### src/rtl/mod_dp_if.sv
// Handshake bundle between the modulo control unit and the mod_dp datapath.
//   state       : 2-bit control code (00 IDLE, 01 SUBTRACT, 10 RESULT, 11 reserved)
//   a, b        : dividend / divisor, captured while state is IDLE
//   temp        : registered signed trial difference rem - div
//   done        : operation finished, result/quotient valid
//   result      : remainder of the last completed operation
//   quotient    : quotient of the last completed operation
//   div_by_zero : last operation had a zero divisor
// master = control unit side, slave = datapath side.
interface mod_dp_if #(
  parameter int WIDTH = 32
);
  logic [1:0]       state;
  logic [WIDTH-1:0] a;
  logic [WIDTH-1:0] b;
  logic [WIDTH-1:0] temp;
  logic             done;
  logic [WIDTH-1:0] result;
  logic [WIDTH-1:0] quotient;
  logic             div_by_zero;

  modport master (
    output state, a, b,
    input  temp, done, result, quotient, div_by_zero
  );

  modport slave (
    input  state, a, b,
    output temp, done, result, quotient, div_by_zero
  );
endinterface

### src/rtl/mod_dp.sv
// Iterative modulo/divide datapath: computes a mod b and a / b by repeated
// subtraction, one subtraction per clock, under control of an external
// state code.
//   clk   : rising-edge clock
//   reset : asynchronous, active-high; clears every register
//   bus   : mod_dp_if slave port (state/a/b in; temp/done/result/quotient/
//           div_by_zero out)
module mod_dp #(
  parameter int WIDTH = 32
) (
  input  logic     clk,
  input  logic     reset,
  mod_dp_if.slave  bus
);

  typedef enum logic [1:0] {
    ST_IDLE   = 2'b00,
    ST_SUB    = 2'b01,
    ST_RESULT = 2'b10,
    ST_RSVD   = 2'b11
  } state_e;

  // Operands are treated as WIDTH-1-bit unsigned so the difference can never
  // overflow and its MSB is always the true sign.
  function automatic logic [WIDTH-1:0] mask_msb(input logic [WIDTH-1:0] v);
    return {1'b0, v[WIDTH-2:0]};
  endfunction

  logic [WIDTH-1:0] rem_q,      rem_d;
  logic [WIDTH-1:0] div_q,      div_d;
  logic [WIDTH-1:0] qcnt_q,     qcnt_d;
  logic             fin_q,      fin_d;
  logic [WIDTH-1:0] temp_q,     temp_d;
  logic             done_q,     done_d;
  logic [WIDTH-1:0] result_q,   result_d;
  logic [WIDTH-1:0] quotient_q, quotient_d;
  logic             dbz_q,      dbz_d;

  logic signed [WIDTH-1:0] diff;
  state_e                  st;

  assign st   = state_e'(bus.state);
  assign diff = $signed(rem_q - div_q);

  always_comb begin
    rem_d      = rem_q;
    div_d      = div_q;
    qcnt_d     = qcnt_q;
    fin_d      = fin_q;
    temp_d     = temp_q;
    done_d     = done_q;
    result_d   = result_q;
    quotient_d = quotient_q;
    dbz_d      = dbz_q;

    case (st)
      ST_IDLE: begin
        rem_d  = mask_msb(bus.a);
        div_d  = mask_msb(bus.b);
        qcnt_d = '0;
        fin_d  = 1'b0;
        done_d = 1'b0;
        temp_d = '0;
      end
      ST_SUB: begin
        if (!fin_q) begin
          if (div_q == '0) begin
            dbz_d      = 1'b1;
            result_d   = rem_q;
            quotient_d = '0;
            temp_d     = '1;
            done_d     = 1'b1;
            fin_d      = 1'b1;
          end else begin
            temp_d = diff;
            if (diff >= 0) begin
              rem_d  = diff;
              qcnt_d = qcnt_q + 1'b1;
            end else begin
              // First negative difference: rem already holds the remainder.
              result_d   = rem_q;
              quotient_d = qcnt_q;
              dbz_d      = 1'b0;
              done_d     = 1'b1;
              fin_d      = 1'b1;
            end
          end
        end
        // Once finished, everything holds and temp stays negative so the
        // control unit leaves SUBTRACT.
      end
      default: ; // RESULT and reserved code: hold all registers
    endcase
  end

  always_ff @(posedge clk or posedge reset) begin
    if (reset) begin
      rem_q      <= '0;
      div_q      <= '0;
      qcnt_q     <= '0;
      fin_q      <= 1'b0;
      temp_q     <= '0;
      done_q     <= 1'b0;
      result_q   <= '0;
      quotient_q <= '0;
      dbz_q      <= 1'b0;
    end else begin
      rem_q      <= rem_d;
      div_q      <= div_d;
      qcnt_q     <= qcnt_d;
      fin_q      <= fin_d;
      temp_q     <= temp_d;
      done_q     <= done_d;
      result_q   <= result_d;
      quotient_q <= quotient_d;
      dbz_q      <= dbz_d;
    end
  end

  assign bus.temp        = temp_q;
  assign bus.done        = done_q;
  assign bus.result      = result_q;
  assign bus.quotient    = quotient_q;
  assign bus.div_by_zero = dbz_q;

endmodule
### src/flat_wrapper.sv
// flat-port wrapper written by rule: the top's interface ports become plain ports
module mod_dp_flat 
#(
  parameter int WIDTH = 32
)
  (clk, reset, bus_state, bus_a, bus_b, bus_temp, bus_done, bus_result, bus_quotient, bus_div_by_zero);
  mod_dp_if #(.WIDTH(WIDTH)) bus_i ();
  input  logic clk;
  input  logic reset;
  input wire logic [$bits(bus_i.state)-1:0] bus_state;
  input wire logic [$bits(bus_i.a)-1:0] bus_a;
  input wire logic [$bits(bus_i.b)-1:0] bus_b;
  output wire logic [$bits(bus_i.temp)-1:0] bus_temp;
  output wire logic [$bits(bus_i.done)-1:0] bus_done;
  output wire logic [$bits(bus_i.result)-1:0] bus_result;
  output wire logic [$bits(bus_i.quotient)-1:0] bus_quotient;
  output wire logic [$bits(bus_i.div_by_zero)-1:0] bus_div_by_zero;
  assign bus_i.state = bus_state;
  assign bus_i.a = bus_a;
  assign bus_i.b = bus_b;
  assign bus_temp = bus_i.temp;
  assign bus_done = bus_i.done;
  assign bus_result = bus_i.result;
  assign bus_quotient = bus_i.quotient;
  assign bus_div_by_zero = bus_i.div_by_zero;
  mod_dp #(.WIDTH(WIDTH)) u_core (.clk(clk), .reset(reset), .bus(bus_i));
endmodule
### config.mk
export PLATFORM = sky130hd
export DESIGN_NAME = mod_dp_flat
export DESIGN_NICKNAME = d
export VERILOG_FILES = /design/src/rtl/mod_dp_if.sv /design/src/rtl/mod_dp.sv /design/src/flat_wrapper.sv
export SDC_FILE = /design/constraint.sdc
export NUM_CORES = 1
export LEC_CHECK = 0
export ABC_CLOCK_PERIOD_IN_PS = 5800
export CAP_MARGIN = 20
export CORE_MARGIN = 5
export CORE_UTILIZATION = 50
export CTS_BUF_LIST = sky130_fd_sc_hd__clkbuf_2
export DETAILED_ROUTE_END_ITERATION = 6
export GPL_TIMING_DRIVEN = 0
export PLACE_DENSITY = 0.89
export SLEW_MARGIN = 20
export SYNTH_ARGS = -nofsm -noshare
export SYNTH_HDL_FRONTEND = slang
export SYNTH_SLANG_ARGS = --single-unit
### constraint.sdc
create_clock -name clk -period 5.8 [get_ports clk]
set_input_delay 0.87 -clock clk [delete_from_list [all_inputs] [get_ports clk]]
set_output_delay 0.87 -clock clk [all_outputs]
set_load 0.05 [all_outputs]
[Word-level counts from Yosys, hierarchy flattened]
Index checks and enable logic that the tools add are counted.
Storage, ports and cells
  register bits: 194
  input port bits: 68
  output and inout bits: 98
  logic and storage cells: 51
Operators by class
  $add $sub $neg: 2
  magnitude comparators: 1
  equality and inequality tests: 6
  mux-type cells: 25
  bitwise logic cells: 1
  reduce and logical (&&, ||, !) cells: 7
Operators with widths (number)
  32-bit two-way mux: 12
  32-bit one-hot mux with 2 select lines: 3
  32-bit by 1-bit adder with 32-bit output, second input constant: 1
  32-bit by 1-bit greater-or-equal comparator with 1-bit output, second input constant: 1
  32-bit logical NOT: 1
  32-bit by 31-bit subtractor with 32-bit output: 1
  1-bit two-way mux: 8
  3-bit AND reduction: 2
  2-bit by 1-bit inequality test with 1-bit output, second input constant: 2
  2-bit inequality test, second input constant: 2
  1-bit one-hot mux with 2 select lines: 2
  4-bit AND reduction: 1
  3-bit by 2-bit inequality test with 1-bit output, second input constant: 1
  2-bit by 1-bit == test with 1-bit output, second input constant: 1
  2-bit logical NOT: 1
  2-bit AND reduction: 1
  2-bit nonzero test: 1
  1-bit inverter: 1

[Depth between registers and ports, before layout]
Gate-level depths: netlist of run 1.
  depth in word-level cells: 6
  mapped depth: 13
  mapped depth without buffers: 12

[Least setup slack after synthesis of run 1]
No wires, ideal clock.
  path type: register to register
  from: register u_core.div_q[12]
  to: register u_core.result_q[23] (netlist: u_core.bus.result[23])
  setup time: 0.125 ns
  arrival: 2.735 ns
  data required time: 5.675 ns
  setup slack: 2.940 ns
  cell stages (with the launch flop): 14
  buffers on the path: 3
  clock period less this slack: 2.860 ns
  cell sequence: dfrtp_1 inv_1 ha_1 buf_2 and4_4 and2_0 a22o_1 a31oi_2 o21a_2 mux2i_2 nand2b_4 buf_6 buf_6 mux2_4
On the way
  word-level cells in the longest chain between the ends: 4
  elaborated cells between the ends (all ways): 6
  classes of those cells: add/sub: 1; order compare: 1; eq/ne: 1; mux: 1; reduce/logical: 2
Ends and longest elaborated chain
  start: declaration: RTL line mod_dp.sv:30  | logic [WIDTH-1:0] div_q, div_d;
  start signal: assignment: RTL line mod_dp.sv:109  | div_q <= div_d;
  32-bit by 31-bit subtractor with 32-bit output: RTL line mod_dp.sv:43  | assign diff = $signed(rem_q - div_q);
  32-bit by 1-bit greater-or-equal comparator with 1-bit output: RTL line mod_dp.sv:76  | if (diff >= 0) begin
  2-bit by 1-bit inequality test with 1-bit output (no source line)
  3-bit AND reduction (no source line)
  end signal: assignment: RTL line mod_dp.sv:114  | result_q <= result_d;
  end: declaration: RTL line mod_dp.sv:35  | logic [WIDTH-1:0] result_q, result_d;
Parallel ways exist; a longest one is shown, timed or not.
A chain may end at the register's enable or synchronous reset.

[Worst setup path in the final report of run 1]
  from: register u_core.div_q[14]
  to: register u_core.qcnt_q[6]
On the way
  word-level cells in the longest chain between the ends: 4
  elaborated cells between the ends (all ways): 6
  classes of those cells: add/sub: 1; order compare: 1; eq/ne: 2; reduce/logical: 2
Ends and longest elaborated chain
  32-bit by 31-bit subtractor with 32-bit output: RTL line mod_dp.sv:43
  32-bit by 1-bit greater-or-equal comparator with 1-bit output: RTL line mod_dp.sv:76
  2-bit by 1-bit inequality test with 1-bit output (no source line)
  4-bit AND reduction (no source line) (*)
  end signal: assignment: RTL line mod_dp.sv:110  | qcnt_q <= qcnt_d;
  end: declaration: RTL line mod_dp.sv:31  | logic [WIDTH-1:0] qcnt_q, qcnt_d;
Mark *: on every way between the ends. The rest lies on a longest branch, timed or not.

==> qor.txt, run 1 <==
Post-Synth Adder-Cell Area -> 4.32%
Synth Area in Simple Gates -> 13.9%
Tcrit/Tclk final -> 62.6%
Htree depth -> 4
Drt first pass iters -> 7
Fin Setup TNS -> 0 ns
Reg2Reg Depth -> 11
Crit path launch type -> flop
Arr. time, crit path -> 4.43 ns
Final hold violations -> 0
Post-Syn Nets -> 1128
Post-synth top cells -> 194 x dfrtp_1, 142 x nand2_1, 103 x o21ai_0
F_max -> 275 MHz
Mapped cell area -> 10000 um2
TritonCTS Buffers -> 17
Setup violators final -> 0
Pin count of the biggest net entering global routing -> 37
Worst hold path type -> input pin to async pin
Most common cell in the synthesized netlist -> dfrtp_1
Post-synthesis mux area share -> 5.35%
Synth Area per Inst -> 9.77 um2
Setup CP Type -> flop to flop
Post-synth top flop -> dfrtp_1
Max IR drop VDD -> 0.462 mV
Die height -> 152 um
Tot Pwr -> 6190 uW
Clk_skew -> 0.0396 ns
FF-to-FF setup slack -> 2.17 ns
Synth unique cells -> 74
Max-Cap Viols -> 0
Die Wd -> 152 um
Placer Congestion -> 0.912
GRT overflow -> 0
Largest family of logic cells by synthesized area -> compound AO/OA/AOI/OAI gates
Top Ports -> 166
Area Overhead vs Synth -> 23.4%
Slew HR -> 25.6%
Reg-to-reg endpoint -> u_core.qcnt_q[6]
Cell count after synthesis -> 1026
Vias/cell -> 5.97
Power per cell area -> 500 nW/um2
Slowest stage cell, crit path -> clkbuf_1
Layout cells sized above 1 -> 10.2%
Starting density of the core -> 51.2%
Nets -> 1316
Synth warn -> 0
Fin. max-slew vios -> 0
Critical Path Max Stage Delay -> 0.59 ns
Worst skew pair latency -> 0.84 ns
CTS Sinks -> 194
Post-synth EDFFs -> 0
Clock-pin transition on the worst setup and hold timing paths -> 0.31 ns
Outcome -> complete, no violations
Die area -> 23000 um2
DR iter-0 viols -> 899
Placed wire-length estimate -> 22300 um
Initial antenna violation count -> 1
Critical path's top delay family -> compound AO/OA/AOI/OAI gates
Total vias in the final route -> 8914
Drt total wl -> 29200 um
Postcts setup bufs -> 0
Layout fillers -> 1652
Worst reg2reg path startpoint -> u_core.div_q[14]
Crit Path Max Fanout -> 10
Vias in the first global route -> 8724
Crit end category -> flop
Post-cts resize count -> 0
Floorplan core area -> 19600 um2
Top post-synthesis cells by area -> dfrtp_1 48%, nand2_1 5.3%, o21ai_0 5.1%
CP Buf/Inv Count -> 2
Sequential fraction of the synthesis area -> 48.4%
FFs w/ async S/R, synth -> 100%
GRT Util Overall -> 25.8%
WHS -> 0.355 ns
Crit path time final -> 3.63 ns
Leakage power -> 0.00548 uW
Worst Tran Pin Value -> 1.11 ns
Crit path cell chain -> inv_1 -> ha_1 -> a21oi_1 -> o21ai_0 -> a22o_1 -> a31oi_2 -> o21a_2 -> mux2i_1 -> clkbuf_1 -> a21oi_1 -> a31oi_1
First-pass GRT wire length -> 46100 um
Hold Buf Count CTS -> 0
Xor and xnor area share after synthesis -> 2.27%
Most used cell, CP -> a21oi_1
# DRC -> 0
Max clock buf depth -> 2
Port Buffer Count -> 163
Share of the synthesized area in the top cell type -> 48.4%
Req. time, crit path -> 6.60 ns
Final ANT Viol Nets -> 0
Cell type with the largest total area after synthesis -> dfrtp_1
Compound-cell area share of the yosys netlist -> 21.1%
Clock tree root driver cell -> clkbuf_2
RSZ-0062 raised after global routing -> no
Seq cells post-synth -> 194
CTS tree -> built
DR WL/cell -> 19.6 um
Num rows -> 51
==> power breakdown <==
group / switching [uW] / internal [uW] / total, uW
combinational: 2250 / 1280 / 3530
sequential: 254 / 1690 / 1950
clock: 528 / 184 / 713
==> registers in the layout (all words and copies together), names as in the netlist <==
register                flops
u_core.fin_q                1
u_core.bus.result          32
u_core.bus.quotient        32
u_core.bus.done             1
u_core.qcnt_q              32
u_core.rem_q               32
u_core.div_q               31
u_core.bus.div_by_zero      1
u_core.bus.temp            32
==> worst max-delay path by stage <==
stage | cells after the start | end | from | slack [ns]
after floorplan | 1 | u_core.bus.div_by_zero | reset | 2.43
after global routing | 11 | u_core.qcnt_q[22] | u_core.div_q[14] | 1.93
after CTS | 11 | u_core.qcnt_q[6] | u_core.div_q[14] | 2.19
after detailed placement | 9 | u_core.qcnt_q[6] | bus_state[1] | 1.65
after global placement | 2 | u_core.div_q[4] | reset | 1.03
final | 11 | u_core.qcnt_q[6] | u_core.div_q[14] | 2.17
==> cells by family (layout without fill, tap and decap cells) <==
group                      after synthesis  count (layout)
AOI/OAI and AO/OA                      327             327
DFF                                    194             194
buffers and inverters                  105             306
other                                    0               2
adders and majority gates               34              34
xor gates and xnor gates                26              26
muxes                                   47              47
and+or+nand+nor                        293             293
==> placed cells by master (no fill, tap or decap), drive strengths merged, types with 10 or more instances in the layout <==
master         synthesis  final
dfrtp                194    194
clkdlybuf4s50          0    163
nand2                142    142
o21ai                106    106
a21oi                 83     83
inv                   47     53
clkbuf                28     46
nor2                  43     43
a22o                  36     36
buf                   30     36
ha                    33     33
mux2                  32     32
nand3                 24     24
a21o                  20     20
xnor2                 18     18
mux2i                 15     15
nand4                 12     12
or3                   12     12
o31ai                 12     12
nor4                  11     11
nor3                  10     10
==> layer usage <==
metal	track usage [%]	part of all wire [%]	routed length, um
met3	5.65	7.5	2200
met1	34.4	42	12200
met5	0	0	0
met4	8.63	3.3	951
met2	42.1	47	13800
==> final cells by class <==
| class | instances | area (um2) | area share [%] |
|---|---|---|---|
| Buffer | 58 | 289 | 2.33 |
| Clock buffer | 18 | 90.1 | 0.728 |
| Antenna cell | 2 | 5.00 | 0.0404 |
| Tap cell | 265 | 332 | 2.68 |
| Timing Repair Buffer | 169 | 1750 | 14.2 |
| Sequential cell | 194 | 4850 | 39.2 |
| Clock inverter | 14 | 168 | 1.35 |
| Multi-Input combinational cell | 727 | 4710 | 38.0 |
| Inverter | 47 | 180 | 1.46 |
==> metrics by stage <==
step / cell area, um2 / util (%) / worst slack, ns / cells
after CTS: 12400 / 63.2 / 2.19 / 1492
after floorplan: 10000 / - / 2.43 / 1026
after global placement: 12000 / 61.2 / 1.03 / 1454
after global routing: 12400 / 63.2 / 1.93 / 1493
final: 12400 / 63.2 / 2.17 / 1494
after detailed placement: 12100 / 61.8 / 1.65 / 1460
Power figures use the tool's default switching activity.
==> inputs of run 2 (changes only) <==
Settings changed: ABC_CLOCK_PERIOD_IN_PS 5800 to 3800, CORE_UTILIZATION 50 to 56, PLACE_DENSITY 0.89 to 0.93.
Clock period 5.8 ns to 3.8 ns, I/O delays scaled along.
==> run 2 against run 1 <==
Via count up 1.0%; clock skew up 0.0043 ns; register-to-register slack worse by 2.0 ns; setup slack worse by 2.0 ns; non-clock buffer count up 1; routed wire length up 1.2%; cell count down 2.5%; die area down 10%; clock-buffer cell count down 1; clock power up 60%; power up 54%; largest power group unchanged; highest routed layer unchanged.
==> qor.txt, run 2 (same netlist as run 1, synthesis figures left out) <==
Leakage power -> 0.00549 uW
FF-to-FF setup slack -> 0.13 ns
FF/Latch Area -> 4850 um2
Crit path from -> u_core.div_q[14]
Multi-input logic area -> 4710 um2
Max IR drop VDD -> 0.665 mV
Crit Path Max Fanout -> 10
Worst Tran Pin Value -> 1.12 ns
Dpl cell area -> 12100 um2
Nets -> 1317
Placer Congestion -> 0.928
Most used cell, CP -> a21oi_1
Critical path's top delay family -> compound AO/OA/AOI/OAI gates
Die height -> 144 um
Worst reg2reg path startpoint -> u_core.div_q[14]
Die Wd -> 144 um
Drt first pass iters -> 7
Slew HR -> 24.9%
Crit end category -> flop
Vias/cell -> 6.18
F_max -> 273 MHz
Critical Path End -> u_core.qcnt_q[6]
Most frequent cells in the layout -> 194 x dfrtp_1, 163 x clkdlybuf4s50_1, 142 x nand2_1
CTS Sinks -> 194
Postcts setup bufs -> 0
Most Crowded Layer GR -> met2
Critical Path Max Stage Delay -> 0.63 ns
Drt total wl -> 29600 um
Req. time, crit path -> 4.58 ns
Die area -> 20700 um2
Most common cell after layout, fill and taps aside -> dfrtp_1
Pin count of the biggest net entering global routing -> 38
Htree depth -> 4
Finished Cell Area -> 12300 um2
Outcome -> complete, no violations
Initial antenna violation count -> 1
CP Buf/Inv Count -> 2
Num rows -> 49
Layout cells sized above 1 -> 10.0%
GRT overflow -> 0
GR Util met3 -> 5.69%
Max clock buf depth -> 2
Worst hold path type -> input pin to flop
Clock tree root driver cell -> clkbuf_2
DR iter-0 viols -> 952
Layout fillers -> 1349
Total vias in the final route -> 9004
GRT Util Overall -> 28.9%
Port Buffer Count -> 163
# DRC -> 0
CP Depth -> 11
Setup violators final -> 0
Max-Cap Viols -> 0
Hold_sp -> bus_b[26]
Tot Pwr -> 9540 uW
Fin. max-slew vios -> 0
Floorplan core area -> 17800 um2
RSZ-0062 raised after global routing -> no
DR WL/cell -> 20.3 um
Power per cell area -> 773 nW/um2
Tcrit/Tclk final -> 96.5%
Met2 usage -> 47.4%
Clock-pin transition on the worst setup and hold timing paths -> 0.30 ns
Vias in the first global route -> 9157
Arr. time, crit path -> 4.45 ns
Crit path cell chain -> inv_1 -> ha_1 -> a21oi_1 -> o21ai_0 -> a22o_1 -> a31oi_2 -> o21a_2 -> mux2i_1 -> clkbuf_1 -> a21oi_1 -> a31oi_1
Worst skew pair latency -> 0.82 ns
Clk_skew -> 0.0439 ns
Final hold violations -> 0
CTS tree -> built
Placed wire-length estimate -> 22600 um
Setup CP Type -> flop to flop
Reg2Reg Depth -> 11
First-pass GRT wire length -> 47300 um
Top Ports -> 166
Met1 Resource Use GR -> 38.7%
Starting density of the core -> 56.4%
TritonCTS Buffers -> 17
Final ANT Viol Nets -> 0
Crit path time final -> 3.67 ns
Crit path launch type -> flop
Reg-to-reg endpoint -> u_core.qcnt_q[6]
Slowest stage cell, crit path -> clkbuf_1
Area Overhead vs Synth -> 23.1%
[run 2: worst min-delay path by stage]
| stage | to | depth (start not counted) |
|---|---|---|
| after detailed placement | u_core.bus.temp[14] | 2 |
| final | u_core.div_q[26] | 3 |
| after CTS | u_core.div_q[19] | 3 |
| after floorplan | u_core.rem_q[20] | 2 |
| after global placement | u_core.bus.temp[11] | 2 |
| after global routing | u_core.div_q[20] | 3 |
[run 2: timing repair]
| action | in CTS | in global routing |
|---|---|---|
| hold buffers | 1 | 0 |
| gates resized for setup | 0 | 0 |
| endpoints found under the hold margin | 5 | 0 |
[run 2: worst register-to-register path, cell delays in order, from the launching register on]
cell and delay, ns:
dfrtp_1 0.46, inv_1 0.07, ha_1 0.42, a21oi_1 0.28
o21ai_0 0.20, a22o_1 0.31, a31oi_2 0.22, o21a_2 0.24
mux2i_1 0.53, clkbuf_1 0.63, a21oi_1 0.14, a31oi_1 0.16
[run 2: layout make-up]
cell class / count / area share, %
inverters: 47 / 1.46
clock inverters: 14 / 1.45
clock buffers: 17 / 0.689
repair buffers: 170 / 14.3
diodes: 1 / 0.0203
multi-input cells: 727 / 38.1
flip-flops and latches: 194 / 39.3
well taps: 229 / 2.32
plain buffers: 58 / 2.34
[run 2: layer usage]
metal / vias up / share of wire (%)
met5: - / 0
met1: 4389 / 40
met2: 462 / 49
met4: 0 / 2.9
met3: 80 / 8.2
li1: 4073 / -
[run 2: through the flow]
step / setup TNS (ns) / cells / hold slack (ns) / utilization [%] / setup slack, ns
global route: 0 / 1457 / 0.258 / 69.4 / 0.0491
global placement: -118.54 / 1418 / 0.452 / 67.2 / -0.624
detailed placement: -0.0771 / 1424 / 0.462 / 67.9 / -0.0477
finish: 0 / 1457 / 0.286 / 69.4 / 0.131
CTS: 0 / 1456 / 0.260 / 69.4 / 0.239
floorplan: 0 / 1026 / 0.459 / - / 0.726
[run 2: power by group]
part	internal (uW)	leakage (uW)	switching, uW
clock	380	0.000160	756
sequential	2580	0.00252	402
combinational	1960	0.00281	3460
total	4930	0.00549	4620
==> inputs of run 3 (changes only) <==
Settings changed: CORE_MARGIN 5 to 2.
==> run 3 against run 2 <==
Register-to-register slack lost 0.03 ns; cell area shrank 0.22%; hold slack lost 0.011 ns; critical path depth shrank 1; routed wire length shrank 2.0%; power shrank 2.1%; clock skew shrank 0.011 ns; clock-buffer cell count is the same; core utilization grew 1.3 points; sequential cell count is the same; cell count shrank 0.21%; largest power group unchanged.
==> qor.txt, run 3 (same netlist as run 1, synthesis figures left out) <==
Outcome -> complete, no violations
Worst hold path type -> input pin to flop
Fin Setup TNS -> 0 ns
Htree depth -> 4
Clock-pin transition on the worst setup and hold timing paths -> 0.28 ns
Final ANT Viol Nets -> 0
Crit path cell chain -> nor4_1 -> nand4_1 -> nor2_1 -> nor3_1 -> a221o_2 -> o21ai_2 -> buf_2 -> buf_2 -> nand2_1 -> o21ai_0
CTS Sinks -> 194
Worst reg2reg path startpoint -> u_core.div_q[7]
Req. time, crit path -> 4.55 ns
TritonCTS Buffers -> 17
Arr. time, crit path -> 4.45 ns
Crit path from -> u_core.div_q[7]
Place WS -> -0.0283 ns
Starting density of the core -> 57.6%
Met1 Resource Use GR -> 42.5%
Initial antenna violation count -> 1
Layout fillers -> 1285
Crit path time final -> 3.70 ns
Top Ports -> 166
Fin util -> 70.7%
Layout cells sized above 1 -> 10.2%
Fin. max-slew vios -> 0
F_max -> 270 MHz
Critical Path Max Stage Delay -> 0.78 ns
Sw Ratio -> 48.7%
Slowest stage cell, crit path -> nor2_1
Placed wire-length estimate -> 22000 um
CTS tree -> built
Die area -> 19000 um2
Multi-input logic area -> 4710 um2
Max IR drop VDD -> 0.546 mV
Tcrit/Tclk final -> 97.3%
Nets -> 1318
Hold_sp -> bus_b[13]
Setup CP Type -> flop to flop
Die height -> 138 um
GRT Util Overall -> 31.9%
Power per cell area -> 759 nW/um2
GR Util met3 -> 5.56%
Clock tree root driver cell -> clkbuf_2
Setup violators final -> 0
Num rows -> 48
Flop pwr share -> 31.9%
Most frequent cells in the layout -> 194 x dfrtp_1, 163 x clkdlybuf4s50_1, 142 x nand2_1
DR iter-0 viols -> 1063
RSZ-0062 raised after global routing -> no
First-pass GRT wire length -> 46100 um
GRT overflow -> 0
DR WL/cell -> 20.0 um
Worst Tran Pin Value -> 1.08 ns
# DRC -> 0
Met2 usage -> 51.4%
Placer Congestion -> 0.927
Leakage power -> 0.00548 uW
Die Wd -> 138 um
Most common cell after layout, fill and taps aside -> dfrtp_1
Area Overhead vs Synth -> 22.8%
Net Sw Power -> 4560 uW
FF/Latch Area -> 4850 um2
Most Crowded Layer GR -> met2
Drt first pass iters -> 7
Clk pwr share -> 10.5%
Worst skew pair latency -> 0.81 ns
Vias in the first global route -> 8807
Crit Path Max Fanout -> 10
Most used cell, CP -> buf_2
Slew HR -> 28.0%
Crit path launch type -> flop
Final hold violations -> 0
Max-Cap Viols -> 0
Int Pwr -> 4790 uW
Drt total wl -> 29000 um
Crit end category -> flop
Setup slack after layout -> 0.102 ns
Max clock buf depth -> 2
Floorplan core area -> 17400 um2
Combinational group share of total power -> 57.6%
Port Buffer Count -> 163
Clk_skew -> 0.0329 ns
Total vias in the final route -> 8988
Vias/cell -> 6.18
Pin count of the biggest net entering global routing -> 34
run 3: cell types whose count changed in the layout (fill, tap and decap cells not counted), sizes merged:
cell | previous run | this run
buf | 36 | 37
bufinv | 3 | 1
clkinvlp | 1 | 3
run 3: area by class of cell:
class | count | area share, %
inverters | 47 | 1.46
plain buffers | 58 | 2.36
clock buffers | 17 | 0.691
flip-flops and latches | 194 | 39.4
repair buffers | 171 | 14.5
well taps | 225 | 2.29
clock inverters | 14 | 1.04
multi-input cells | 727 | 38.2
diodes | 1 | 0.0203
run 3: path summary, 6_finish.rpt:
check | slack, ns | cells past startpoint | endpoint
max | 0.10 | 10 | u_core.rem_q[8]
min | 0.27 | 3 | u_core.div_q[13]
max reg2reg | 0.10 | 10 | u_core.rem_q[8]
min reg2reg | 0.52 | 2 | u_core.bus.temp[21]
max in group asynchronous | 2.39 | 6 | u_core.rem_q[2]
min in group asynchronous | 0.56 | 3 | u_core.div_q[23]
run 3: metrics by stage:
| stage | hold WS (ns) | cell area (um2) | instances | total power [uW] |
|---|---|---|---|---|
| floorplan | 0.459 | 10000 | 1026 | 6680 |
| global placement | 0.452 | 11900 | 1414 | 8160 |
| detailed placement | 0.459 | 12100 | 1421 | 8290 |
| CTS | 0.257 | 12300 | 1453 | 9280 |
| global route | 0.245 | 12300 | 1454 | 9900 |
| finish | 0.274 | 12300 | 1454 | 9350 |
run 3: routing by layer:
metal | part of all wire (%) | vias up
met1 | 41 | 4383
met4 | 3.9 | 0
met3 | 7.6 | 97
met2 | 47 | 427
li1 | - | 4081
met5 | 0 | -
run 3: power by group through the flow:
| stage | combinational [uW] | sequential (uW) | clock, uW |
|---|---|---|---|
| finish | 5390 | 2980 | 979 |
| global placement | 5170 | 2990 | 0 |
| detailed placement | 5280 | 3010 | 0 |
| floorplan | 2700 | 3980 | 0 |
| global route | 5800 | 3040 | 1060 |
| CTS | 5330 | 2970 | 979 |
run 3: what timing repair did:
action,4_1_cts,5_1_grt
resized for setup,0,2
buffers inserted,0,0
hold buffers,1,0
endpoints found under the hold margin,4,0
endpoints found under the setup margin,0,1
run 3: worst max-delay path: cells and delay by family (launching register included):
kind	cells	cell delay [ns]
simple gates	5	1.85
buf+inv	2	0.63
flops	1	0.49
compound gates	3	0.68
